--- src/rtl/fetch_pkg.sv ---
// fetch_pkg: shared definitions for the fetch stage.
//   fetch_state_t : fetch FSM states (RUN, MISS, MISS_REDIR)
//   NOP_INSTR     : bubble instruction (addi x0,x0,0)
//   PC_STEP       : sequential fetch increment
//   pc_inc()      : 32-bit modulo PC+4
package fetch_pkg;

    typedef enum logic [1:0] {
        RUN        = 2'd0,
        MISS       = 2'd1,
        MISS_REDIR = 2'd2
    } fetch_state_t;

    localparam logic [31:0] NOP_INSTR = 32'h0000_0013;
    localparam logic [31:0] PC_STEP   = 32'd4;

    // Sequential successor address; wraps naturally at 2^32.
    function automatic logic [31:0] pc_inc(input logic [31:0] pc);
        return pc + PC_STEP;
    endfunction

endpackage

--- src/rtl/fetch_unit_if_id_reg.sv ---
// if_id_reg: IF/ID pipeline register.
// Update priority each edge: flush -> bubble, stall -> hold,
// load -> capture fetched instruction, otherwise bubble.
// Ports:
//   clk_i, rst_n_i           clock, async active-low reset
//   flush_i, stall_i, load_i control from hazard unit / fetch FSM
//   instr_i, pc_i, pc_plus4_i fetched instruction and its addresses
//   instr_o, pc_o, pc_plus4_o, valid_o  registered IF/ID contents
module if_id_reg
    import fetch_pkg::*;
(
    input  logic        clk_i,
    input  logic        rst_n_i,
    input  logic        flush_i,
    input  logic        stall_i,
    input  logic        load_i,
    input  logic [31:0] instr_i,
    input  logic [31:0] pc_i,
    input  logic [31:0] pc_plus4_i,
    output logic [31:0] instr_o,
    output logic [31:0] pc_o,
    output logic [31:0] pc_plus4_o,
    output logic        valid_o
);

    logic [31:0] r_instr;
    logic [31:0] r_pc;
    logic [31:0] r_pc_plus4;
    logic        r_valid;

    // IF/ID register: flush beats stall, stall beats load, idle inserts a bubble.
    always_ff @(posedge clk_i or negedge rst_n_i) begin
        if (!rst_n_i) begin
            r_instr    <= NOP_INSTR;
            r_pc       <= 32'd0;
            r_pc_plus4 <= 32'd0;
            r_valid    <= 1'b0;
        end else if (flush_i) begin
            r_instr    <= NOP_INSTR;
            r_pc       <= 32'd0;
            r_pc_plus4 <= 32'd0;
            r_valid    <= 1'b0;
        end else if (stall_i) begin
            r_instr    <= r_instr;
            r_pc       <= r_pc;
            r_pc_plus4 <= r_pc_plus4;
            r_valid    <= r_valid;
        end else if (load_i) begin
            r_instr    <= instr_i;
            r_pc       <= pc_i;
            r_pc_plus4 <= pc_plus4_i;
            r_valid    <= 1'b1;
        end else begin
            r_instr    <= NOP_INSTR;
            r_pc       <= 32'd0;
            r_pc_plus4 <= 32'd0;
            r_valid    <= 1'b0;
        end
    end

    assign instr_o    = r_instr;
    assign pc_o       = r_pc;
    assign pc_plus4_o = r_pc_plus4;
    assign valid_o    = r_valid;

endmodule

--- src/rtl/fetch_unit.sv ---
// fetch_unit: fetch stage of the pipelined core.
// Owns the PC, drives the instruction memory address, tracks multi-cycle
// instruction misses and defers a redirect arriving mid-miss until the
// miss resolves. Fetched instructions are registered into IF/ID.
// Optional feature macro: FETCH_PERF_CNT_EN (performance counters; when
// undefined both counter ports read 0).
// Ports:
//   clk_i, rst_n_i                   clock, async active-low reset
//   stall_f_i, stall_d_i, flush_d_i  hazard unit controls
//   pc_src_e_i, pc_target_e_i        redirect from execute
//   instr_f_i, instr_miss_f_i        instruction memory return
//   pc_f_o                           fetch address
//   instr_d_o, pc_d_o, pc_plus4_d_o, valid_d_o   IF/ID contents
//   fetch_stall_o                    fetch not delivering (combinational)
//   fetch_count_o, miss_cycles_o     performance counters
module fetch_unit
    import fetch_pkg::*;
#(
    parameter logic [31:0] RESET_PC = 32'h0000_0000
) (
    input  logic        clk_i,
    input  logic        rst_n_i,
    input  logic        stall_f_i,
    input  logic        stall_d_i,
    input  logic        flush_d_i,
    input  logic        pc_src_e_i,
    input  logic [31:0] pc_target_e_i,
    input  logic [31:0] instr_f_i,
    input  logic        instr_miss_f_i,
    output logic [31:0] pc_f_o,
    output logic [31:0] instr_d_o,
    output logic [31:0] pc_d_o,
    output logic [31:0] pc_plus4_d_o,
    output logic        valid_d_o,
    output logic        fetch_stall_o,
    output logic [31:0] fetch_count_o,
    output logic [31:0] miss_cycles_o
);

    fetch_state_t r_state;
    logic [31:0]  r_pc;
    logic [31:0]  r_pend_pc;

    logic [31:0]  w_pc_plus4_f;
    logic         w_deliver_f;

    assign w_pc_plus4_f = pc_inc(r_pc);

    // F delivers only on a plain advance; in MISS_REDIR the returning data is wrong-path.
    assign w_deliver_f = (r_state != MISS_REDIR) & ~pc_src_e_i & ~instr_miss_f_i & ~stall_f_i;

    assign fetch_stall_o = instr_miss_f_i | (r_state == MISS_REDIR);

    // Fetch FSM with PC and pending-redirect registers.
    always_ff @(posedge clk_i or negedge rst_n_i) begin
        if (!rst_n_i) begin
            r_state   <= RUN;
            r_pc      <= RESET_PC;
            r_pend_pc <= 32'd0;
        end else begin
            case (r_state)
                RUN: begin
                    if (pc_src_e_i) begin
                        // Memory tolerates an address change mid-miss, so redirect wins.
                        r_pc    <= pc_target_e_i;
                        r_state <= RUN;
                    end else if (instr_miss_f_i) begin
                        r_pc    <= r_pc;
                        r_state <= MISS;
                    end else if (stall_f_i) begin
                        r_pc    <= r_pc;
                        r_state <= RUN;
                    end else begin
                        r_pc    <= w_pc_plus4_f;
                        r_state <= RUN;
                    end
                end
                MISS: begin
                    if (instr_miss_f_i) begin
                        r_pc <= r_pc;
                        if (pc_src_e_i) begin
                            // Defer the redirect until the outstanding miss resolves.
                            r_pend_pc <= pc_target_e_i;
                            r_state   <= MISS_REDIR;
                        end else begin
                            r_state   <= MISS;
                        end
                    end else if (pc_src_e_i) begin
                        r_pc    <= pc_target_e_i;
                        r_state <= RUN;
                    end else if (stall_f_i) begin
                        r_pc    <= r_pc;
                        r_state <= RUN;
                    end else begin
                        r_pc    <= w_pc_plus4_f;
                        r_state <= RUN;
                    end
                end
                MISS_REDIR: begin
                    if (instr_miss_f_i) begin
                        r_pc    <= r_pc;
                        r_state <= MISS_REDIR;
                        if (pc_src_e_i) begin
                            r_pend_pc <= pc_target_e_i;   // newest redirect wins
                        end else begin
                            r_pend_pc <= r_pend_pc;
                        end
                    end else begin
                        if (pc_src_e_i) begin
                            r_pc <= pc_target_e_i;
                        end else begin
                            r_pc <= r_pend_pc;
                        end
                        r_state <= RUN;
                    end
                end
                default: begin
                    r_state   <= RUN;
                    r_pc      <= RESET_PC;
                    r_pend_pc <= 32'd0;
                end
            endcase
        end
    end

    assign pc_f_o = r_pc;

    if_id_reg u_if_id_reg (
        .clk_i      (clk_i),
        .rst_n_i    (rst_n_i),
        .flush_i    (flush_d_i),
        .stall_i    (stall_d_i),
        .load_i     (w_deliver_f),
        .instr_i    (instr_f_i),
        .pc_i       (r_pc),
        .pc_plus4_i (w_pc_plus4_f),
        .instr_o    (instr_d_o),
        .pc_o       (pc_d_o),
        .pc_plus4_o (pc_plus4_d_o),
        .valid_o    (valid_d_o)
    );

`ifdef FETCH_PERF_CNT_EN
    logic [31:0] r_fetch_count;
    logic [31:0] r_miss_cycles;
    logic        w_load_valid;

    // Counts only real instructions entering IF/ID, not held or flushed ones.
    assign w_load_valid = w_deliver_f & ~flush_d_i & ~stall_d_i;

    // Performance counters, free-running and wrapping at 2^32.
    always_ff @(posedge clk_i or negedge rst_n_i) begin
        if (!rst_n_i) begin
            r_fetch_count <= 32'd0;
            r_miss_cycles <= 32'd0;
        end else begin
            if (w_load_valid) begin
                r_fetch_count <= r_fetch_count + 32'd1;
            end else begin
                r_fetch_count <= r_fetch_count;
            end
            if (instr_miss_f_i) begin
                r_miss_cycles <= r_miss_cycles + 32'd1;
            end else begin
                r_miss_cycles <= r_miss_cycles;
            end
        end
    end

    assign fetch_count_o = r_fetch_count;
    assign miss_cycles_o = r_miss_cycles;
`else
    assign fetch_count_o = 32'd0;
    assign miss_cycles_o = 32'd0;
`endif

endmodule

--- config.mk ---
export PLATFORM = sky130hd
export DESIGN_NAME = fetch_unit
export DESIGN_NICKNAME = d
export VERILOG_FILES = /design/src/rtl/fetch_pkg.sv /design/src/rtl/fetch_unit_if_id_reg.sv /design/src/rtl/fetch_unit.sv
export SDC_FILE = /design/constraint.sdc
export NUM_CORES = 1
export LEC_CHECK = 0
export BUFFER_PORTS_ARGS = -buffer_cell sky130_fd_sc_hd__buf_2
export CORE_ASPECT_RATIO = 1.25
export CORE_MARGIN = 3
export CORE_UTILIZATION = 26
export CTS_CLUSTER_DIAMETER = 60
export DETAILED_ROUTE_END_ITERATION = 12
export PLACE_DENSITY = 0.53
export SETUP_SLACK_MARGIN = 0.2
export SLEW_MARGIN = 20
export SYNTH_ARGS = -nofsm -noshare
export SYNTH_HDL_FRONTEND = slang
export SYNTH_SLANG_ARGS = --single-unit
--- constraint.sdc ---
create_clock -name clk_i -period 7.1 [get_ports clk_i]
set_clock_uncertainty 0.2 [all_clocks]
set_input_delay 1.42 -clock clk_i [delete_from_list [all_inputs] [get_ports clk_i]]
set_output_delay 1.42 -clock clk_i [all_outputs]
set_load 0.05 [all_outputs]
-- After elaboration in Yosys (flattened, before gate mapping)
Index checks and enable logic that the tools add are counted.
- add/sub/neg operators: 1
- equality and inequality tests: 8
- multiplexer cells: 28
- bitwise logic cells: 8
- reduce and logical (&&, ||, !) cells: 4
- operators with widths (cell ; count):
    2-to-1 mux 32 bit ; 17
    one-hot mux 32 bit (3 select lines) ; 1
    one-hot mux 32 bit (2 select lines) ; 1
    adder 32 x 3 -> 32 bit (second input constant) ; 1
    2-to-1 mux 2 bit ; 3
    != test 2 bit (second input constant) ; 3
    one-hot mux 2 bit (3 select lines) ; 1
    2-to-1 mux 1 bit ; 5
    != test 2 x 1 -> 1 bit (second input constant) ; 2
    inverter 1 bit ; 4
    AND 1 bit ; 3
    != test 3 bit (second input constant) ; 1
    AND reduction 3 bit ; 1
    == test 2 x 1 -> 1 bit (second input constant) ; 1
    == test 2 bit (second input constant) ; 1
    logical NOT 2 bit ; 1
    AND reduction 2 bit ; 1
    OR reduction 2 bit ; 1
    OR 1 bit ; 1
- word-level logic and storage cells: 56
- input bits: 71
- output and inout port bits: 194
- register bits after elaboration: 163

-- Longest topological paths before layout
Gate-level depths: netlist of the first run.
- depth after elaboration: 7
- depth in mapped cells: 9

-- By module
From an unflattened synthesis of the first run, not the netlist that was laid out.
- cells, all modules: 839
- area total of the unflattened synthesis: 8660.8 µm²
- modules (own cells, without submodules) (module ; cells each ; times used ; seq. area each (µm²) ; area each (µm²)):
    fetch_unit ; 606 ; 1 ; 1651.6 ; 4977.3
    if_id_reg ; 233 ; 1 ; 2431.1 ; 3683.5

-- Worst setup path before layout of the first run
OpenSTA, ideal clock, no wires.
- path kind: input to output
- start: input instr_miss_f_i
- end: output fetch_stall_o
- cell stages on the path: 2
- path buffers: 0
- data arrival time: 1.778 ns
- setup slack: 3.702 ns
- required time: 5.480 ns
- path through: nor2_1 > inv_1
- longest elaborated chain between the ends: 1
- ends and longest elaborated chain (what ; RTL line ; source):
    start: declaration ; fetch_unit.sv:29 ; input logic instr_miss_f_i,
    OR 1 bit ; fetch_unit.sv:52 ; assign fetch_stall_o = instr_miss_f_i | (r_state == MISS_REDIR);
    end: declaration ; fetch_unit.sv:35 ; output logic fetch_stall_o,
Every way passes these cells.

-- Worst setup path in the final report of the first run
- start: input pc_src_e_i
- end: register r_pc[23] (netlist: pc_f_o[23])
- longest elaborated chain between the ends: 3
- elaborated cells between the ends (all ways): 8
- those cells by class: eq/ne: 1; mux: 6; reduce/logical: 1
- ends and longest elaborated chain (what ; RTL line ; source):
    start: declaration ; fetch_unit.sv:26 ; input logic pc_src_e_i,
    2-to-1 mux 32 bit, on equally long branches ; n/a ;
    2-to-1 mux 32 bit, on equally long branches ; fetch_unit.sv:100, fetch_unit.sv:79 ;
    one-hot mux 32 bit (3 select lines) ; fetch_unit.sv:61 ; case (r_state)
    end signal: assignment ; fetch_unit.sv:65 ; r_pc <= pc_target_e_i;
    end signal: assignment ; fetch_unit.sv:68 ; r_pc <= r_pc;
    end signal: assignment ; fetch_unit.sv:101 ; r_pc <= r_pc;
    end: declaration ; fetch_unit.sv:41 ; logic [31:0] r_pc;
Parallel ways exist; a longest one is shown, timed or not. The select of a mux whose other input is x is not followed.
A chain may end at the register's enable or synchronous reset.

==> summary.md, run 1 <==
| Metric | Value |
|---|---|
| Outcome | `complete, no violations` |
| Data arrival time of the worst path | `3.97 ns` |
| Final WS setup | `3.25 ns` |
| Ys async rst share | `100%` |
| DRT Pass-1 Iters | `5` |
| Fin. max-slew vios | `0` |
| CP endpoint | `pc_f_o[23]` |
| EDFF count, synth | `0` |
| Combinational Power Share | `24.8%` |
| Fin area | `10,000 um^2` |
| CP Capture Type | `flop` |
| Resized cells post-CTS | `0` |
| FF-to-FF End | `pc_f_o[20]` |
| Crit-path cells | `buf_2, buf_4, clkinv_1, buf_4, a2bb2oi_1, a31o_2, a32o_1` |
| Fin crit period | `3.85 ns` |
| Critical Path RT | `7.22 ns` |
| First-pass GRT wire length | `41,100 um` |
| Number of port buffers | `200` |
| Worst vdd ir | `0.176 mV` |
| Unique masters post-synth | `63` |
| Die X | `166 um` |
| Total power | `2.78 mW` |
| CTS H-tree lvls | `4` |
| Global route overflow | `0` |
| DRT iter0 DRCs | `435` |
| Max Cap Viol | `0` |
| Power density over the cells | `277 nW/um^2` |
| Final WL | `27,100 um` |
| CP max stage delay | `0.72 ns` |
| Layout cells sized above 1 | `25.9%` |
| Flop pwr share | `41.5%` |
| Clk_lat worst skew | `0.44 ns` |
| Post-CTS setup buffers | `0` |
| Placed Cells | `1,376` |
| Initial antenna violation count | `2` |
| Reg2Reg Depth | `6` |
| Clock Path Buffers | `2` |
| Register-to-Register Setup Slack | `3.87 ns` |
| Top cells by area, synth | `dfrtp_1, a22o_1, buf_4` |
| I/O pin count | `265` |
| Switching power | `1.03 mW` |
| Worst hold slack | `0.273 ns` |
| Post-synth top area cell | `dfrtp_1` |
| Largest net degree at the start of global routing | `102` |
| Vert. Die Dim | `206 um` |
| Fin cells | `1,408` |
| CTS root buf | `clkbuf_16` |
| Clock Power Share | `33.7%` |
| Final-report setup violation count | `0` |
| WL/cell | `19.2 um` |
| Peak Freq | `260 MHz` |
| Crit path from | `pc_src_e_i` |
| Worst Setup Path Type | `in -> reg` |
| Placer's final routability congestion estimate | `0.886` |
| Max FO, Critical Path | `75` |
| Vias in the first global route | `6,670` |
| Seq cells post-synth | `161` |
| Hold Violations, Final | `0` |
| Switching Share | `36.9%` |
| Leak | `4.79 nW` |
| Place WS | `2.80 ns` |
| Syn Inst Count | `828` |
| Crit share post-route | `54.3%` |
| Reg-to-Reg Start | `pc_f_o[2]` |
| Sequential fraction of the synthesis area | `48.6%` |
| CTS Buf Count | `17` |
| Hold_buf cts | `0` |
| ANT nets after route | `0` |
| CTS tree | `built` |
| Hold Crit Class | `reg -> reg` |
| RSZ-0062 raised after global routing | `no` |
| # rows | `72` |
| Slowest CP cell | `clkinv_1` |
| Nets | `1,065` |
| Residual DRC | `0` |
| Total number of vias | `7,067` |
| Vias/cell | `5.02` |
| Slew @ Worst Pin | `0.938 ns` |
| Total track usage | `15.3%` |
| Internal power | `1.75 mW` |
| Core region area | `31,200 um^2` |
| Setup TNS | `0 ns` |
| Share of the synthesized area in the top cell type | `47.7%` |
| Layout area overhead | `20.7%` |
| Clock slew seen by the registers of the worst setup and hold paths | `0.06 ns` |
| Post-layout util | `32.1%` |
| Area post-placement | `9400 um^2` |
| Area of the die | `34,100 um^2` |
| Clock sink total | `161` |
| Starting Density | `26.6%` |
| Top FF cell, synth | `dfrtp_1` |
| CP most frequent cell | `buf_4` |
| Rel. slew slack | `37.4%` |
| Critical path launch point type | `primary input` |
| Synthesized area per cell | `10.0 um^2` |
| Hpwl dp | `19,500 um` |
| Yosys synthesis warning count | `0` |
| Mapped Area | `8300 um^2` |
-- per-layer routing --
metal  up-vias  share of wire (%)  GRT usage, %
li1       3255                  -             -
met5         -              0.044             0
met4         2                2.6          5.94
met2       282                 47          24.8
met3        39                5.8          3.23
met1      3489                 44          20.2
-- state kept, by name, indices dropped and copies added (netlist names) --
register                flops
r_pend_pc                  32
r_state                     2
pc_f_o                     32
u_if_id_reg.valid_o         1
u_if_id_reg.pc_o           30
u_if_id_reg.instr_o        32
u_if_id_reg.pc_plus4_o     32
-- synthesized netlist by cell type, drive strengths merged (3+ instances only) --
master,n
a32oi,6
or4,3
a221o,3
and3,6
nor3,7
dfrtp,158
xnor2,11
a32o,5
o31ai,8
inv,9
o22ai,3
o31a,3
a211oi,4
clkbuf,53
o21a,3
nor4,8
nand3,12
nor2,25
xor2,17
nand2,94
dfstp,3
a21o,4
a22o,100
buf,80
or3,3
ha,5
a2bb2oi,4
o2bb2ai,34
o22a,4
o21ai,74
a221oi,6
nand4,11
a21oi,32
-- cell usage in the layout (no fill, tap or decap), types with 11 or more instances in the layout --
cell type,n
a21oi_1,32
a22o_1,100
buf_2,199
buf_4,11
clkbuf_16,17
conb_1,64
dfrtp_1,158
nand2_1,94
nor2_1,25
o21ai_0,73
o2bb2ai_1,34
xnor2_1,11
xor2_1,17
-- cell families after synthesis --
logic type,synth area share [%]
xor gates and xnor gates,2.96
adders and majority gates,0.754
DFF,48.6
AOI/OAI and AO/OA,27.6
muxes,0.121
buffers and inverters,9.59
other,0.0452
and+or+nand+nor,10.3
-- worst min-delay path by stage --
stage	slack, ns	startpoint	end	cells after the start
2_1_floorplan	0.27	r_pend_pc[12]	r_pend_pc[12]	1
5_1_grt	0.29	u_if_id_reg.pc_plus4_o[16]	u_if_id_reg.pc_plus4_o[16]	2
6_report	0.27	u_if_id_reg.pc_plus4_o[17]	u_if_id_reg.pc_plus4_o[17]	2
3_3_place_gp	0.26	u_if_id_reg.pc_plus4_o[2]	u_if_id_reg.pc_plus4_o[2]	2
4_1_cts	0.28	u_if_id_reg.pc_plus4_o[28]	u_if_id_reg.pc_plus4_o[28]	2
3_5_place_dp	0.26	u_if_id_reg.pc_plus4_o[28]	u_if_id_reg.pc_plus4_o[28]	2
-- area by class of cell --
class | instances | area (um^2)
clock buffers | 20 | 447
well taps | 407 | 509
fillers | 3319 | 21200
flip-flops and latches | 161 | 4030
inverters | 11 | 41.3
multi-input cells | 586 | 3720
diodes | 1 | 2.50
repair buffers | 212 | 1120
clock inverters | 10 | 138
-- power by group through the flow --
stage / Combinational [mW] / Clock (mW) / Sequential [mW]
after floorplan: 0.375 / 0 / 1.28
after global routing: 0.738 / 0.993 / 1.17
after global placement: 0.685 / 0 / 1.16
after detailed placement: 0.689 / 0 / 1.17
final: 0.688 / 0.937 / 1.15
after CTS: 0.692 / 0.966 / 1.15
-- worst max-delay path: cells and delay by family --
kind                   cells  cell delay, ns
buffers and inverters      4            1.85
AO/OA/AOI/OAI              3            0.65
No activity file was read; power rests on OpenSTA's default activity.
==> run 2, diff against run 1 <==
- PLACE_DENSITY: 0.53 -> 0.55
- clock period: 7.1 -> 3.45 ns (I/O delays scaled with it)
==> summary.md, run 2 (synthesis gave the netlist of run 1 again) <==
| Metric | Value |
|---|---|
| Top Usage Layer GRT | `met2 (unchanged)` |
| Area post-placement | `9550 um^2 (was 9400 um^2)` |
| Vert. Die Dim | `206 um (unchanged)` |
| Clock Path Buffers | `2 (unchanged)` |
| Area of the die | `34,100 um^2 (unchanged)` |
| Hold_buf cts | `0 (unchanged)` |
| Final WL | `27,300 um (was 27,100 um)` |
| Die X | `166 um (unchanged)` |
| CP endpoint | `pc_f_o[22] (was pc_f_o[23])` |
| Critical Path RT | `3.55 ns (was 7.22 ns)` |
| I/O pin count | `265 (unchanged)` |
| Final-report setup violation count | `0 (unchanged)` |
| Max FO, Critical Path | `8 (was 75)` |
| Crit path from | `pc_f_o[2] (was pc_src_e_i)` |
| Setup TNS | `0 ns (unchanged)` |
| Layout cells sized above 1 | `26.7% (was 25.9%)` |
| Total track usage | `15.4% (was 15.3%)` |
| Max Cap Viol | `0 (unchanged)` |
| CP Capture Type | `flop (unchanged)` |
| CP max stage delay | `0.55 ns (was 0.72 ns)` |
| Clock slew seen by the registers of the worst setup and hold paths | `0.06 ns (about the same)` |
| Most frequent cells in the layout | `buf_2, dfrtp_1, a22o_1 (unchanged)` |
| Power density over the cells | `560 nW/um^2 (was 277 nW/um^2)` |
| # diodes | `0 (was 1)` |
| Slowest CP cell | `or3_1 (was clkinv_1)` |
| CTS H-tree lvls | `4 (unchanged)` |
| WL/cell | `19.2 um (about the same)` |
| Top delay family on crit path | `simple AND/OR/NAND/NOR gates (was buffers and inverters)` |
| Met1 usage | `20.5% (was 20.2%)` |
| Peak Freq | `366 MHz` |
| Placer's final routability congestion estimate | `0.941 (was 0.886)` |
| Leak | `4.86 nW (was 4.79 nW)` |
| Worst vdd ir | `0.334 mV (was 0.176 mV)` |
| Place WS | `0.699 ns (was 2.80 ns)` |
| DRT Pass-1 Iters | `5 (unchanged)` |
| Most common cell after layout, fill and taps aside | `buf_2 (unchanged)` |
| Crit-path cells | `ha_1, nand4_1, or3_1, or4_4, o21ai_1, o2bb2a_1 (was buf_2, buf_4, clkinv_1, buf_4, a2bb2oi_1, a31o_2, a32o_1)` |
| CTS tree | `built (unchanged)` |
| Largest net degree at the start of global routing | `65 (was 102)` |
| Initial antenna violation count | `1 (was 2)` |
| Buf/Inv on CP | `0 (was 4)` |
| ANT nets after route | `0 (unchanged)` |
| GRT met3 Usage | `3.19% (was 3.23%)` |
| Reg-to-Reg Start | `pc_f_o[2] (unchanged)` |
| DRT iter0 DRCs | `601 (was 435)` |
| Resized cells post-CTS | `0 (unchanged)` |
| Slew @ Worst Pin | `0.890 ns (was 0.938 ns)` |
| Register-to-Register Setup Slack | `0.72 ns (was 3.87 ns)` |
| Clk_lat worst skew | `0.42 ns (was 0.44 ns)` |
| Met2 GRT Util | `25.6% (was 24.8%)` |
| Final WS setup | `0.721 ns (was 3.25 ns)` |
| Nets | `1,078 (was 1,065)` |
| Clock sink total | `161 (unchanged)` |
| Residual DRC | `0 (unchanged)` |
| Critical Path Stages | `6 (was 7)` |
| Core region area | `31,200 um^2 (unchanged)` |
| RSZ-0062 raised after global routing | `no (unchanged)` |
| Rel. slew slack | `40.1% (was 37.4%)` |
| Data arrival time of the worst path | `2.83 ns (was 3.97 ns)` |
| Hold Violations, Final | `0 (unchanged)` |
| Crit share post-route | `79.1%` |
| Total number of vias | `7,080 (was 7,067)` |
| Worst Setup Path Type | `reg -> reg (was in -> reg)` |
| Fin. max-slew vios | `0 (unchanged)` |
| Layout area overhead | `22.0% (was 20.7%)` |
| Critical path launch point type | `flop (was primary input)` |
| Starting Density | `26.6% (unchanged)` |
| Global route overflow | `0 (unchanged)` |
| Reg2Reg Depth | `6 (unchanged)` |
| Outcome | `complete, no violations (unchanged)` |
| Fin crit period | `2.73 ns` |
| Fin area | `10,100 um^2 (was 10,000 um^2)` |
| Vias in the first global route | `6,814 (was 6,670)` |
| FF-to-FF End | `pc_f_o[22] (was pc_f_o[20])` |
| First-pass GRT wire length | `41,600 um (was 41,100 um)` |
| CTS root buf | `clkbuf_16 (unchanged)` |
| # rows | `72 (unchanged)` |
| CTS Buf Count | `17 (unchanged)` |
| Vias/cell | `4.98 (was 5.02)` |
| Hpwl dp | `20,500 um (was 19,500 um)` |
| Hold Crit Class | `in -> async (was reg -> reg)` |
| Number of port buffers | `200 (unchanged)` |
| Post-CTS setup buffers | `0 (unchanged)` |
## run 2: how the worst min path moves through the flow
stage / end / slack, ns / startpoint
after floorplan: pc_f_o[0] / 0.19 / rst_n_i
after global placement: u_if_id_reg.pc_o[25] / 0.26 / u_if_id_reg.pc_o[25]
after detailed placement: u_if_id_reg.pc_plus4_o[2] / 0.27 / u_if_id_reg.pc_plus4_o[2]
after CTS: u_if_id_reg.pc_plus4_o[23] / 0.03 / rst_n_i
after global routing: u_if_id_reg.valid_o / 0.05 / rst_n_i
final: u_if_id_reg.pc_o[20] / 0.02 / rst_n_i
## run 2: routing by layer
metal,up-vias,routed length (um)
met4,2,525
met2,298,13100
met3,28,1610
met1,3464,12000
met5,-,13
li1,3288,-
## run 2: worst reg2reg max path: stages, from the launching register on
cell,delay [ns]
dfrtp_1,0.49
ha_1,0.29
nand4_1,0.25
or3_1,0.55
or4_4,0.48
o21ai_1,0.14
o2bb2a_1,0.21
## run 2: cell type report
class,instances,area [um^2]
inverters,11,41.3
well taps,407,509
clock buffers,23,458
repair buffers,225,1240
fillers,3229,21100
flip-flops and latches,161,4030
clock inverters,9,109
multi-input cells,586,3720
## run 2: power breakdown
part	internal, mW	switching, mW
Clock	1.08	0.757
Combinational	0.411	1.06
Sequential	2.07	0.286
## run 2: through the flow
step / power [mW] / std cells / hold WS (ns) / utilization [%]
finish: 5.67 / 1422 / 0.0152 / 32.5
global route: 5.91 / 1422 / 0.0488 / 32.5
CTS: 5.71 / 1422 / 0.0291 / 32.5
detailed placement: 3.86 / 1390 / 0.266 / 30.6
global placement: 3.85 / 1390 / 0.260 / 30.6
floorplan: 3.41 / 891 / 0.194 / -
==> run 3, diff against run 2 <==
- ABC_AREA: not set -> 1
- clock period: 3.45 -> 2.5 ns (I/O delays scaled with it)
==> summary.md, run 3 <==
| Metric | Value |
|---|---|
| Outcome | `complete, no violations (unchanged)` |
| Switching power | `3.07 mW (was 2.10 mW)` |
| RSZ-0062 raised after global routing | `yes (was no)` |
| Max Cap Viol | `0 (unchanged)` |
| Nets | `1,295 (was 1,078)` |
| Met1 usage | `19.3% (was 20.5%)` |
| Place WS | `0.159 ns (was 0.699 ns)` |
| Critical path launch point type | `flop (unchanged)` |
| Top delay family on crit path | `buffers and inverters (was simple AND/OR/NAND/NOR gates)` |
| EDFF count, synth | `0 (unchanged)` |
| Switching Share | `37.9% (was 37.1%)` |
| Worst Setup Path Type | `reg -> out (was reg -> reg)` |
| Buf/Inv on CP | `4 (was 0)` |
| Fillcell total | `3,321 (was 3,229)` |
| Die X | `165 um (was 166 um)` |
| Vias/cell | `4.43 (was 4.98)` |
| Top cells by area, synth | `dfrtp_1, nand2_1, o21ai_0 (was dfrtp_1, a22o_1, buf_4)` |
| Area of the die | `33,700 um^2 (was 34,100 um^2)` |
| DRT Pass-1 Iters | `5 (unchanged)` |
| Global route overflow | `0 (unchanged)` |
| Slowest CP cell | `dfrtp_1 (was or3_1)` |
| Starting Density | `26.4% (was 26.6%)` |
| Mapped Area | `8200 um^2 (was 8300 um^2)` |
| Post-synth top area cell | `dfrtp_1 (unchanged)` |
| Combinational Power Share | `27.5% (was 25.9%)` |
| CTS H-tree lvls | `4 (unchanged)` |
| CP max stage delay | `0.40 ns (was 0.55 ns)` |
| FF/Latch Area | `4030 um^2 (unchanged)` |
| Flop pwr share | `38.3% (was 41.6%)` |
| Met2 GRT Util | `25.7% (was 25.6%)` |
| Final-report setup violation count | `0 (unchanged)` |
| Sequential fraction of the synthesis area | `49.2% (was 48.6%)` |
| Syn Inst Count | `1,021 (was 828)` |
| Internal power | `5.03 mW (was 3.56 mW)` |
| DRT iter0 DRCs | `454 (was 601)` |
| Hold Crit Class | `in -> reg (was in -> async)` |
| Residual DRC | `0 (unchanged)` |
| # rows | `72 (unchanged)` |
| Post-layout util | `33.2% (was 32.5%)` |
| Yosys synthesis warning count | `0 (unchanged)` |
| ANT nets after route | `0 (unchanged)` |
| Leak | `5.40 nW (was 4.86 nW)` |
| Clock slew seen by the registers of the worst setup and hold paths | `0.07 ns (was 0.06 ns)` |
| CTS root buf | `clkbuf_16 (unchanged)` |
| Fin. max-slew vios | `0 (unchanged)` |
| Seq cells post-synth | `161 (unchanged)` |
| Footprint of the multi-input gates | `3460 um^2 (was 3720 um^2)` |
| Synth top cells by count | `nand2_1, dfrtp_1, o21ai_0, nor2_1, inv_1 (was dfrtp_1, a22o_1, nand2_1, o21ai_0, buf_4)` |
| Most frequent cells in the layout | `nand2_1, buf_2, dfrtp_1 (was buf_2, dfrtp_1, a22o_1)` |
| Total track usage | `15.4% (about the same)` |
| Crit share post-route | `87.5%` |
| Number of port buffers | `200 (unchanged)` |
| Final WL | `26,500 um (was 27,300 um)` |
| Clock Path Buffers | `2 (unchanged)` |
| Max FO, Critical Path | `3 (was 8)` |
| Layout cells sized above 1 | `23.7% (was 26.7%)` |
| Initial antenna violation count | `7 (was 1)` |
| GRT met3 Usage | `3.76% (was 3.19%)` |
| Layout area overhead | `25.5% (was 22.0%)` |
| Power density over the cells | `787 nW/um^2 (was 560 nW/um^2)` |
| Largest net degree at the start of global routing | `63 (was 65)` |
| Clock Power Share | `34.1% (was 32.5%)` |
| Clk_lat worst skew | `0.43 ns (was 0.42 ns)` |
| CTS Buf Count | `17 (unchanged)` |
| CTS tree | `built (unchanged)` |
| Critical Path RT | `1.80 ns (was 3.55 ns)` |
| Total number of vias | `7,266 (was 7,080)` |
| Fin crit period | `2.19 ns` |
| Core region area | `31,000 um^2 (was 31,200 um^2)` |
| Worst vdd ir | `0.463 mV (was 0.334 mV)` |
| WL/cell | `16.1 um (was 19.2 um)` |
| Vias in the first global route | `6,902 (was 6,814)` |
| Ys async rst share | `100% (unchanged)` |
| Hpwl dp | `19,700 um (was 20,500 um)` |
| Clock sink total | `161 (unchanged)` |
| Final WS setup | `0.311 ns (was 0.721 ns)` |
| Most common cell after layout, fill and taps aside | `nand2_1 (was buf_2)` |
| Placer's final routability congestion estimate | `0.845 (was 0.941)` |
| Count leader, synth | `nand2_1 (was dfrtp_1)` |
| Setup TNS | `0 ns (unchanged)` |
| Top Usage Layer GRT | `met2 (unchanged)` |
| Unique masters post-synth | `37 (was 63)` |
| Synthesized area per cell | `8.03 um^2 (was 10.0 um^2)` |
| Crit-path cells | `inv_1, ha_2, inv_1, buf_6, nand2_2, buf_6 (was ha_1, nand4_1, or3_1, or4_4, o21ai_1, o2bb2a_1)` |
| Vert. Die Dim | `205 um (was 206 um)` |
| Data arrival time of the worst path | `1.49 ns (was 2.83 ns)` |
| Share of the synthesized area in the top cell type | `48.2% (was 47.7%)` |
| CP Capture Type | `output port (was flop)` |
| Top FF cell, synth | `dfrtp_1 (unchanged)` |
| Hold Violations, Final | `0 (unchanged)` |
| Peak Freq | `457 MHz` |
| I/O pin count | `265 (unchanged)` |
| First-pass GRT wire length | `40,000 um (was 41,600 um)` |
-- run 3: changes by cell type after synthesis, sizes merged, moves of 27 or more --
cell     change
a22o        -65
nand2      +197
inv         +77
nand3       +43
nor2        +61
o2bb2ai     -34
o21ai       +27
-- run 3: final cells by class --
| class | count | area share, % |
|---|---|---|
| tap | 407 | 4.95 |
| multi-input combinational | 723 | 33.6 |
| antenna | 2 | 0.0486 |
| clock buffer | 18 | 4.17 |
| timing repair buffer | 230 | 13.0 |
| inverter | 86 | 3.16 |
| sequential | 161 | 39.2 |
| clock inverter | 14 | 1.84 |
-- run 3: logic make-up after synthesis --
kind of cell             count (synthesis)  share of synthesized area (%)
AND/OR/NAND/NOR                        445                           22.0
buffers and inverters                  200                           12.4
AO/OA/AOI/OAI                          199                           14.5
flip-flops                             161                           49.2
XOR/XNOR                                10                           1.07
adder cells (fa/ha/maj)                  5                          0.763
other                                    1                         0.0458
-- run 3: routing by layer --
layer / vias to the layer above / wire, um
li1: 3579 / -
met2: 236 / 13000
met1: 3397 / 11000
met5: - / 69
met3: 44 / 1760
met4: 10 / 661
-- run 3: metrics by stage --
| stage | total power [mW] | instance area (um^2) | std cells | hold slack, ns |
|---|---|---|---|---|
| 6_report | 8.10 | 10300 | 1641 | 0.0860 |
| 5_1_grt | 8.51 | 10300 | 1640 | 0.0735 |
| 4_1_cts | 8.16 | 10200 | 1637 | 0.0607 |
| 3_5_place_dp | 5.35 | 9560 | 1604 | 0.251 |
| 3_3_place_gp | 5.34 | 9560 | 1604 | 0.253 |
| 2_1_floorplan | 4.68 | 8430 | 1084 | 0.00441 |
-- run 3: what timing repair did --
item / CTS / global route
cloned: 0 / 1
setup buffers: 0 / 1
resized for setup: 6 / 12
pin swaps: 0 / 1
endpoints found under the setup margin: 3 / 28
hold buffers: 1 / 0
hold endpoints to repair: 34 / 0
-- run 3: power groups by stage --
stage          Combinational (mW)  Sequential (mW)  Clock, mW
6_report                     2.23             3.10       2.76
5_1_grt                      2.42             3.13       2.95
4_1_cts                      2.22             3.10       2.84
3_5_place_dp                 2.20             3.15          0
3_3_place_gp                 2.20             3.14          0
2_1_floorplan                1.06             3.62          0
-- run 3: path summary, 6_finish.rpt --
kind / startpoint / to / slack [ns] / depth (start not counted)
setup / recovery: r_state[0] / fetch_stall_o / 0.31 / 6
hold / removal: instr_f_i[24] / u_if_id_reg.instr_o[24] / 0.09 / 2
setup reg to reg: r_state[0] / pc_f_o[8] / 0.37 / 12
hold reg to reg: u_if_id_reg.pc_plus4_o[19] / u_if_id_reg.pc_plus4_o[19] / 0.27 / 1
max in group asynchronous: rst_n_i / r_pend_pc[26] / 0.99 / 3
min in group asynchronous: rst_n_i / u_if_id_reg.pc_o[19] / 0.36 / 2
